### src/rtl/chad_mem_arbiter_if.sv
// Bus bundle between the chad CPU data port, the DMA requester and the shared data RAM.
// The arbiter sits on the slave modport; the CPU/DMA/RAM environment uses master.
interface chad_mem_arbiter_if #(
  parameter int WIDTH  = 18,
  parameter int AWIDTH = 15,
  parameter int LANES  = (WIDTH + 7) / 8
);
  logic              ext_hold;

  logic              cpu_rd;
  logic              cpu_wr;
  logic [AWIDTH-1:0] cpu_addr;
  logic [LANES-1:0]  cpu_lane;
  logic [WIDTH-1:0]  cpu_wdata;
  logic [WIDTH-1:0]  cpu_rdata;
  logic              cpu_hold;

  logic              dma_req;
  logic              dma_we;
  logic [AWIDTH-1:0] dma_addr;
  logic [LANES-1:0]  dma_lane;
  logic [WIDTH-1:0]  dma_wdata;
  logic              dma_gnt;
  logic              dma_rvalid;
  logic [WIDTH-1:0]  dma_rdata;

  logic              ram_en;
  logic              ram_we;
  logic [AWIDTH-1:0] ram_addr;
  logic [LANES-1:0]  ram_lane;
  logic [WIDTH-1:0]  ram_wdata;
  logic [WIDTH-1:0]  ram_rdata;

  modport slave (
    input  ext_hold,
    input  cpu_rd, cpu_wr, cpu_addr, cpu_lane, cpu_wdata,
    output cpu_rdata, cpu_hold,
    input  dma_req, dma_we, dma_addr, dma_lane, dma_wdata,
    output dma_gnt, dma_rvalid, dma_rdata,
    output ram_en, ram_we, ram_addr, ram_lane, ram_wdata,
    input  ram_rdata
  );

  modport master (
    output ext_hold,
    output cpu_rd, cpu_wr, cpu_addr, cpu_lane, cpu_wdata,
    input  cpu_rdata, cpu_hold,
    output dma_req, dma_we, dma_addr, dma_lane, dma_wdata,
    input  dma_gnt, dma_rvalid, dma_rdata,
    input  ram_en, ram_we, ram_addr, ram_lane, ram_wdata,
    output ram_rdata
  );
endinterface

### src/rtl/chad_mem_arbiter.sv
// Single-port data RAM arbiter: CPU has priority, DMA is forced through after STARVE
// consecutive denials. Read data returns one cycle after grant; CPU read data is latched.
module chad_mem_arbiter #(
  parameter int WIDTH  = 18,
  parameter int AWIDTH = 15,
  parameter int LANES  = (WIDTH + 7) / 8,
  parameter int STARVE = 4
) (
  input  logic                clk,
  input  logic                reset,
  chad_mem_arbiter_if.slave   bus
);

  localparam int CNT_W = (STARVE < 1) ? 1 : $clog2(STARVE + 1);
  localparam logic [CNT_W-1:0] STARVE_MAX = CNT_W'(STARVE);

  logic             cpu_req;
  logic             dma_act;
  logic             starve_hit;
  logic             dma_win;
  logic             cpu_win;

  logic [CNT_W-1:0] starve_q, starve_d;
  logic [1:0]       rsel_q, rsel_d;
  logic [WIDTH-1:0] cpu_rdata_q, cpu_rdata_d;

  // Requests are ignored entirely while reset is high.
  assign cpu_req    = (bus.cpu_rd | bus.cpu_wr) & ~bus.ext_hold & ~reset;
  assign dma_act    = bus.dma_req & ~reset;
  assign starve_hit = (starve_q >= STARVE_MAX);
  assign dma_win    = dma_act & (~cpu_req | starve_hit);
  assign cpu_win    = cpu_req & ~dma_win;

  always_comb begin
    starve_d = starve_q;
    if (!dma_act || dma_win) begin
      starve_d = '0;
    end else if (cpu_win && (starve_q < STARVE_MAX)) begin
      starve_d = starve_q + 1'b1;
    end
  end

  // A simultaneous rd+wr from the CPU is treated as a write, so it records no read owner.
  always_comb begin
    rsel_d      = {dma_win & ~bus.dma_we, cpu_win & ~bus.cpu_wr};
    cpu_rdata_d = cpu_rdata_q;
    if (rsel_q[0]) begin
      cpu_rdata_d = bus.ram_rdata;
    end
  end

  always_ff @(posedge clk) begin
    if (reset) begin
      starve_q    <= '0;
      rsel_q      <= '0;
      cpu_rdata_q <= '0;
    end else begin
      starve_q    <= starve_d;
      rsel_q      <= rsel_d;
      cpu_rdata_q <= cpu_rdata_d;
    end
  end

  // RAM port is a pure combinational mux of the winning requester.
  assign bus.ram_en    = cpu_win | dma_win;
  assign bus.ram_we    = dma_win ? bus.dma_we : (cpu_win & bus.cpu_wr);
  assign bus.ram_addr  = dma_win ? bus.dma_addr : bus.cpu_addr;
  assign bus.ram_wdata = dma_win ? bus.dma_wdata : bus.cpu_wdata;
  assign bus.ram_lane  = bus.ram_we ? (dma_win ? bus.dma_lane : bus.cpu_lane) : '1;

  assign bus.cpu_hold  = (bus.ext_hold | (cpu_req & dma_win)) & ~reset;
  assign bus.dma_gnt   = dma_win;

  // Bypass lets the CPU see its word in the data-return cycle; the latch holds it afterwards.
  assign bus.cpu_rdata  = (rsel_q[0] & ~reset) ? bus.ram_rdata : cpu_rdata_q;
  assign bus.dma_rvalid = rsel_q[1] & ~reset;
  assign bus.dma_rdata  = bus.ram_rdata;

endmodule

### src/flat_wrapper.sv
// flat-port wrapper written by rule: the top's interface ports become plain ports
module chad_mem_arbiter_flat 
#(
  parameter int WIDTH  = 18,
  parameter int AWIDTH = 15,
  parameter int LANES  = (WIDTH + 7) / 8,
  parameter int STARVE = 4
)
  (clk, reset, bus_ext_hold, bus_cpu_rd, bus_cpu_wr, bus_cpu_addr, bus_cpu_lane, bus_cpu_wdata, bus_cpu_rdata, bus_cpu_hold, bus_dma_req, bus_dma_we, bus_dma_addr, bus_dma_lane, bus_dma_wdata, bus_dma_gnt, bus_dma_rvalid, bus_dma_rdata, bus_ram_en, bus_ram_we, bus_ram_addr, bus_ram_lane, bus_ram_wdata, bus_ram_rdata);
  chad_mem_arbiter_if #(.WIDTH(WIDTH), .AWIDTH(AWIDTH), .LANES(LANES)) bus_i ();
  input  logic clk;
  input  logic reset;
  input wire logic [$bits(bus_i.ext_hold)-1:0] bus_ext_hold;
  input wire logic [$bits(bus_i.cpu_rd)-1:0] bus_cpu_rd;
  input wire logic [$bits(bus_i.cpu_wr)-1:0] bus_cpu_wr;
  input wire logic [$bits(bus_i.cpu_addr)-1:0] bus_cpu_addr;
  input wire logic [$bits(bus_i.cpu_lane)-1:0] bus_cpu_lane;
  input wire logic [$bits(bus_i.cpu_wdata)-1:0] bus_cpu_wdata;
  output wire logic [$bits(bus_i.cpu_rdata)-1:0] bus_cpu_rdata;
  output wire logic [$bits(bus_i.cpu_hold)-1:0] bus_cpu_hold;
  input wire logic [$bits(bus_i.dma_req)-1:0] bus_dma_req;
  input wire logic [$bits(bus_i.dma_we)-1:0] bus_dma_we;
  input wire logic [$bits(bus_i.dma_addr)-1:0] bus_dma_addr;
  input wire logic [$bits(bus_i.dma_lane)-1:0] bus_dma_lane;
  input wire logic [$bits(bus_i.dma_wdata)-1:0] bus_dma_wdata;
  output wire logic [$bits(bus_i.dma_gnt)-1:0] bus_dma_gnt;
  output wire logic [$bits(bus_i.dma_rvalid)-1:0] bus_dma_rvalid;
  output wire logic [$bits(bus_i.dma_rdata)-1:0] bus_dma_rdata;
  output wire logic [$bits(bus_i.ram_en)-1:0] bus_ram_en;
  output wire logic [$bits(bus_i.ram_we)-1:0] bus_ram_we;
  output wire logic [$bits(bus_i.ram_addr)-1:0] bus_ram_addr;
  output wire logic [$bits(bus_i.ram_lane)-1:0] bus_ram_lane;
  output wire logic [$bits(bus_i.ram_wdata)-1:0] bus_ram_wdata;
  input wire logic [$bits(bus_i.ram_rdata)-1:0] bus_ram_rdata;
  assign bus_i.ext_hold = bus_ext_hold;
  assign bus_i.cpu_rd = bus_cpu_rd;
  assign bus_i.cpu_wr = bus_cpu_wr;
  assign bus_i.cpu_addr = bus_cpu_addr;
  assign bus_i.cpu_lane = bus_cpu_lane;
  assign bus_i.cpu_wdata = bus_cpu_wdata;
  assign bus_cpu_rdata = bus_i.cpu_rdata;
  assign bus_cpu_hold = bus_i.cpu_hold;
  assign bus_i.dma_req = bus_dma_req;
  assign bus_i.dma_we = bus_dma_we;
  assign bus_i.dma_addr = bus_dma_addr;
  assign bus_i.dma_lane = bus_dma_lane;
  assign bus_i.dma_wdata = bus_dma_wdata;
  assign bus_dma_gnt = bus_i.dma_gnt;
  assign bus_dma_rvalid = bus_i.dma_rvalid;
  assign bus_dma_rdata = bus_i.dma_rdata;
  assign bus_ram_en = bus_i.ram_en;
  assign bus_ram_we = bus_i.ram_we;
  assign bus_ram_addr = bus_i.ram_addr;
  assign bus_ram_lane = bus_i.ram_lane;
  assign bus_ram_wdata = bus_i.ram_wdata;
  assign bus_i.ram_rdata = bus_ram_rdata;
  chad_mem_arbiter #(.WIDTH(WIDTH), .AWIDTH(AWIDTH), .LANES(LANES), .STARVE(STARVE)) u_core (.clk(clk), .reset(reset), .bus(bus_i));
endmodule
### config.mk
export PLATFORM = sky130hd
export DESIGN_NAME = chad_mem_arbiter_flat
export DESIGN_NICKNAME = d
export VERILOG_FILES = /design/src/rtl/chad_mem_arbiter_if.sv /design/src/rtl/chad_mem_arbiter.sv /design/src/flat_wrapper.sv
export SDC_FILE = /design/constraint.sdc
export NUM_CORES = 1
export LEC_CHECK = 0
export BUFFER_PORTS_ARGS = -buffer_cell sky130_fd_sc_hd__buf_2
export CORE_ASPECT_RATIO = 0.5
export CORE_UTILIZATION = 36
export CTS_BUF_LIST = sky130_fd_sc_hd__clkbuf_16
export DETAILED_ROUTE_END_ITERATION = 6
export PLACE_DENSITY = 0.81
export SLEW_MARGIN = 20
export SYNTH_ARGS = -nofsm -noshare
export SYNTH_HDL_FRONTEND = slang
export SYNTH_SLANG_ARGS = --single-unit
### constraint.sdc
create_clock -name clk -period 2.44 [get_ports clk]
set_input_delay 0.61 -clock clk [delete_from_list [all_inputs] [get_ports clk]]
set_output_delay 0.61 -clock clk [all_outputs]
set_load 0.02 [all_outputs]
Word-level counts from Yosys, hierarchy flattened
Index checks and enable logic that the tools add are counted.
W data, S select, Z words.
Operators by class
  $add $sub $neg: 1
  magnitude comparators: 2
  multiplexer cells: 6
  bitwise operators: 22
  reduce and logical (&&, ||, !) cells: 4
Operators by type and width (number)
  $mux W18: 2
  $mux W15: 1
  $and A1 B1 Y1: 12
  $mux W3: 2
  $not A1 Y1: 6
  $or A1 B1 Y1: 4
  $add A3 B1 Y3 const B: 1
  $ge A3 B3 Y1 const B: 1
  $lt A3 B3 Y1 const B: 1
  $reduce_or A2 Y1: 1
  $logic_and A1 B1 Y1: 1
  $logic_not A1 Y1: 1
  $logic_or A1 B1 Y1: 1
  $mux W1: 1
Word-level totals
  register bits: 23
  input bits: 97
  output and inout bits: 77
  logic and storage cells: 38

Longest topological paths before layout
  depth after elaboration: 11
  depth in mapped cells: 5
  gate-level depth less buffers: 3

Worst setup path after synthesis
No wires, ideal clock.
  kind: input-to-output
  start point: in bus_cpu_wr
  end point: out bus_ram_lane[0]
  arrival time: 1.600 ns
  required time: 1.830 ns
  setup slack: 0.230 ns
  stages: 4
  path buffers: 1
  cells stage by stage: nor2_1 o311ai_4 buf_6 mux2i_1
Between the ends
  longest elaborated chain between the ends: 11
  elaborated cells between the ends (all ways): 12
  those cells by class: mux: 3; bitwise: 9
Ends and longest elaborated chain
  from (decl): RTL line flat_wrapper.sv:15  | input wire logic [$bits(bus_i.cpu_wr)-1:0] bus_cpu_wr;
  $or A1 B1 Y1: RTL line chad_mem_arbiter.sv:28  | assign cpu_req = (bus.cpu_rd | bus.cpu_wr) & ~bus.ext_hold & ~reset;
  $and A1 B1 Y1 (2 in series): RTL line chad_mem_arbiter.sv:28
  $not A1 Y1: RTL line chad_mem_arbiter.sv:31  | assign dma_win = dma_act & (~cpu_req | starve_hit);
  $or A1 B1 Y1: RTL line chad_mem_arbiter.sv:31
  $and A1 B1 Y1: RTL line chad_mem_arbiter.sv:31
  $not A1 Y1: RTL line chad_mem_arbiter.sv:32  | assign cpu_win = cpu_req & ~dma_win;
  $and A1 B1 Y1: RTL line chad_mem_arbiter.sv:32
  $and A1 B1 Y1: RTL line chad_mem_arbiter.sv:66  | assign bus.ram_we = dma_win ? bus.dma_we : (cpu_win & bus.cpu_wr);
  $mux W1: RTL line chad_mem_arbiter.sv:66
  $mux W3 *: RTL line chad_mem_arbiter.sv:69  | assign bus.ram_lane = bus.ram_we ? (dma_win ? bus.dma_lane : bus.cpu_lane) : '1;
  to (decl): RTL line flat_wrapper.sv:32  | output wire logic [$bits(bus_i.ram_lane)-1:0] bus_ram_lane;
Every way passes the cells marked *; elsewhere a longest branch is shown, timed or not.

Final worst setup path
  start point: in bus_cpu_wr
  end point: out bus_ram_wdata[17]
Between the ends
  longest elaborated chain between the ends: 7
Ends and longest elaborated chain
  $or A1 B1 Y1: RTL line chad_mem_arbiter.sv:28
  $and A1 B1 Y1 (2 in series): RTL line chad_mem_arbiter.sv:28
  $not A1 Y1: RTL line chad_mem_arbiter.sv:31
  $or A1 B1 Y1: RTL line chad_mem_arbiter.sv:31
  $and A1 B1 Y1: RTL line chad_mem_arbiter.sv:31
  $mux W18: RTL line chad_mem_arbiter.sv:68  | assign bus.ram_wdata = dma_win ? bus.dma_wdata : bus.cpu_wdata;
  to (decl): RTL line flat_wrapper.sv:33  | output wire logic [$bits(bus_i.ram_wdata)-1:0] bus_ram_wdata;
No other way between the ends.

==> out/metrics.csv <==
stage,metric,value,unit
clocking,worst skew pair latency,0.25,ns
synthesis,"top cells by area, synth","mux2_2 32%, dfxtp_1 27%, mux2i_1 13%, buf_4 7.8%, nor2_1 6.3%",
global_route,number of global-route vias before repair,1761,
route,routed len/inst,13.74,um
route,DRC viols,0,
setup_path,Crit path largest cell delay,0.35,ns
timing,PnR worst setup slack,-0.02647,ns
route,first drt pass iteration count,4,
clocking,CTS H-tree lvls,1,
global_route,largest net degree at the start of global routing,38,
synthesis,Synth Register Bits,23,
hold_path,worst min path class,register to register,
synthesis,asr flop ratio synth,0,%
final_layout,ANT cells,0,
pwr,Tot Pwr,0.001174,W
die,Row Count,17,
global_route,global-route wire length before repair,7.362,mm
outcome,outcome,"finished, violations left",
placed_design,routability cong.,0.7636,
die,Initial Utilization,38.51,%
placed_design,cell count after placement,386,
synthesis,"Avg Cell Area, Syn",10.28,sq um
setup_path,Startpoint Class,input port,
setup_path,critical-path cell list,buf_8 -> nor2_4 -> o311ai_4 -> buf_6 -> clkbuf_16 -> mux2_2 -> buf_6,
synthesis,Syn Inst Count,169,
timing,Final Cycle Share,101.1,%
setup_path,Worst Setup End Kind,output pin,
global_route,gr ovfl total,0,
die,Die H,51.11,um
synthesis,top cell type by total area after synthesis,mux2_2,
route,Total Wirelength,5.495,mm
flow_run,Max Cap Viol,0,
die,Die Area,5123,sq um
clocking,Root Buffer Master,clkbuf_16,
timing,fin crit period,2.466,ns
setup_path,reg-to-reg setup timing slack,1.16,ns
setup_path,required time of the worst setup path,1.83,ns
global_route,global router's overall resource usage,17.72,%
outcome,failing checks,negative setup slack,
pwr,VDD IR max,235.5,uV
timing,skew final,0.002128,ns
synthesis,Post-Syn Area,1737,sq um
pwr,Leakage,1.569,nW
final_layout,layout cell share with drive strength beyond 1,74.55,%
route,DR vias,1867,
pwr,pwr/cell area,399.4,nW/um^2
setup_path,crit-path max FO,5,
route,antenna-violating nets left,0,
setup_path,critical path class,input port to output pin,
clocking,CTS Buf Count,3,
synthesis,most frequent cell after synthesis,mux2_2,
global_route,initial antenna violation count,0,
clocking,clock buffer depth,2,
final_layout,# nets final,433,
die,Die W,100.2,um
clocking,CTS tree,yes,
synthesis,Syn Nets,267,
synthesis,top-area cell type share of the netlist area,31.77,%
timing,Rel. slew slack,80.05,%
timing,Finish-stage setup viols,9,
placed_design,hpwl dp,4.092,mm
synthesis,Post-synth EDFFs,0,
final_layout,Layout Cells excl Fill,400,
synthesis,sequential share of the synthesized area,26.51,%
timing,"Slew Viols, Final",0,
die,I/O Pins,174,
die,Core Area,4509,sq um
synthesis,Post-synth top cells,"49 x mux2_2, 29 x nor2_1, 23 x dfxtp_1, 22 x mux2i_1, 18 x buf_4",
route,drt initial violations,19,
setup_path,Critical Path AT,1.86,ns
clocking,Sink Count,23,
setup_path,Critical-path top delay cell,mux2_2,
timing,fmax,405.4,MHz
clocking,"Clk pin slew, worst setup/hold paths",0.06,ns
synthesis,prevailing post-synth register cell,dfxtp_1,
timing,Fin. Hold Viols,0,
synthesis,Syn. warnings,0,
route,Avg Vias per Cell,4.668,
final_layout,Layout area overhead,69.24,%
timing,Worst Max-Slew Pin Slew,0.2992,ns
synthesis,post-synth cell types,21,
placed_design,I/O Buffers,173,
setup_path,CP most frequent cell,buf_6,
timing,RSZ-0062 raised after global routing,yes,
per-stage QoR:
step	utilization [%]	hold WS [ns]	setup TNS (ns)	instance area, sq um	setup slack (ns)
after floorplan	-	0.3984	0	1737	0.2304
after global placement	56.08	0.4082	0	2529	0.03793
after detailed placement	56.08	0.4235	-0.2183	2529	-0.05086
after CTS	57.96	0.4316	-0.1951	2614	-0.01792
after global routing	65.18	0.4514	-0.5805	2939	-0.05064
final	65.18	0.4328	-0.1096	2939	-0.02647
worst paths after layout:
path,from,endpoint,cells after the start
max reg2reg,u_core.starve_q[2]$_SDFFE_PP0P_,u_core.rsel_q[0]$_SDFF_PP0_,4
max,bus_cpu_wr,bus_ram_wdata[17],7
min,u_core.starve_q[0]$_SDFFE_PP0P_,u_core.starve_q[0]$_SDFFE_PP0P_,1
min reg2reg,u_core.starve_q[0]$_SDFFE_PP0P_,u_core.starve_q[0]$_SDFFE_PP0P_,1
where the power goes:
group          internal (W)  total, W  switching, W
sequential         0.000383  0.000387    0.00000346
combinational      0.000229  0.000444      0.000215
clock              0.000218  0.000343      0.000125
per-layer routing:
metal | wire, um | track usage (%) | vias to the layer above
met5 | 0 | 0 | -
met4 | 65 | 6.039 | 0
met3 | 240 | 2.189 | 10
met2 | 3236 | 39.16 | 65
met1 | 1952 | 16.93 | 890
li1 | - | - | 902
final cells by class:
cell class,instances,area (sq um)
clock buffers,3,75.07
inverters,3,11.26
clock inverters,1,3.754
flip-flops and latches,23,460.4
repair buffers,189,1241
well taps,66,82.58
multi-input cells,115,1065
fillers,386,1570
cells in the final DEF, fill, tap and decap left out:
cell / synthesis / layout
buf_2: 1 / 151
mux2_2: 49 / 44
nor2_1: 29 / 28
dfxtp_1: 23 / 23
mux2i_1: 22 / 22
buf_6: 7 / 20
buf_4: 18 / 8
mux2_4: 2 / 7
clkbuf_16: 0 / 7
inv_1: 3 / 4
buf_8: 0 / 4
nor2b_1: 2 / 2
and2_1: 2 / 2
buf_12: 0 / 2
nor2_4: 0 / 1
o311ai_4: 1 / 1
or3b_2: 1 / 1
nor2b_4: 1 / 1
o21a_1: 1 / 1
or2_2: 1 / 1
a31oi_1: 1 / 1
and4b_2: 1 / 1
and4b_1: 1 / 1
ha_1: 1 / 1
logic make-up (layout without fill, tap and decap cells):
family,after synthesis,count (layout),synth area share [%]
compound gates,3,3,2.306
fa+ha+maj,1,1,0.7203
buf+inv,31,196,13.69
flops,23,23,26.51
mux,73,73,46.18
simple gates,38,38,10.59
sequential cells by signal (all words and copies together), names as in the netlist:
register            cells
u_core.cpu_rdata_q     18
u_core.starve_q         3
u_core.rsel_q           2
repair_timing:
action,4_1_cts,5_1_grt
buffers inserted,0,3
pin swaps,0,2
cloned,0,7
setup endpoints to repair,24,37
gates resized for setup,2,51
hold buffers,0,0
worst max-delay path, delay by kind of cell:
family,cells,cell delay [ns]
AND/OR/NAND/NOR,1,0.04
multiplexers,1,0.35
buffers and inverters,4,0.55
AO/OA/AOI/OAI,1,0.30
(Power assumes the default switching activity.)
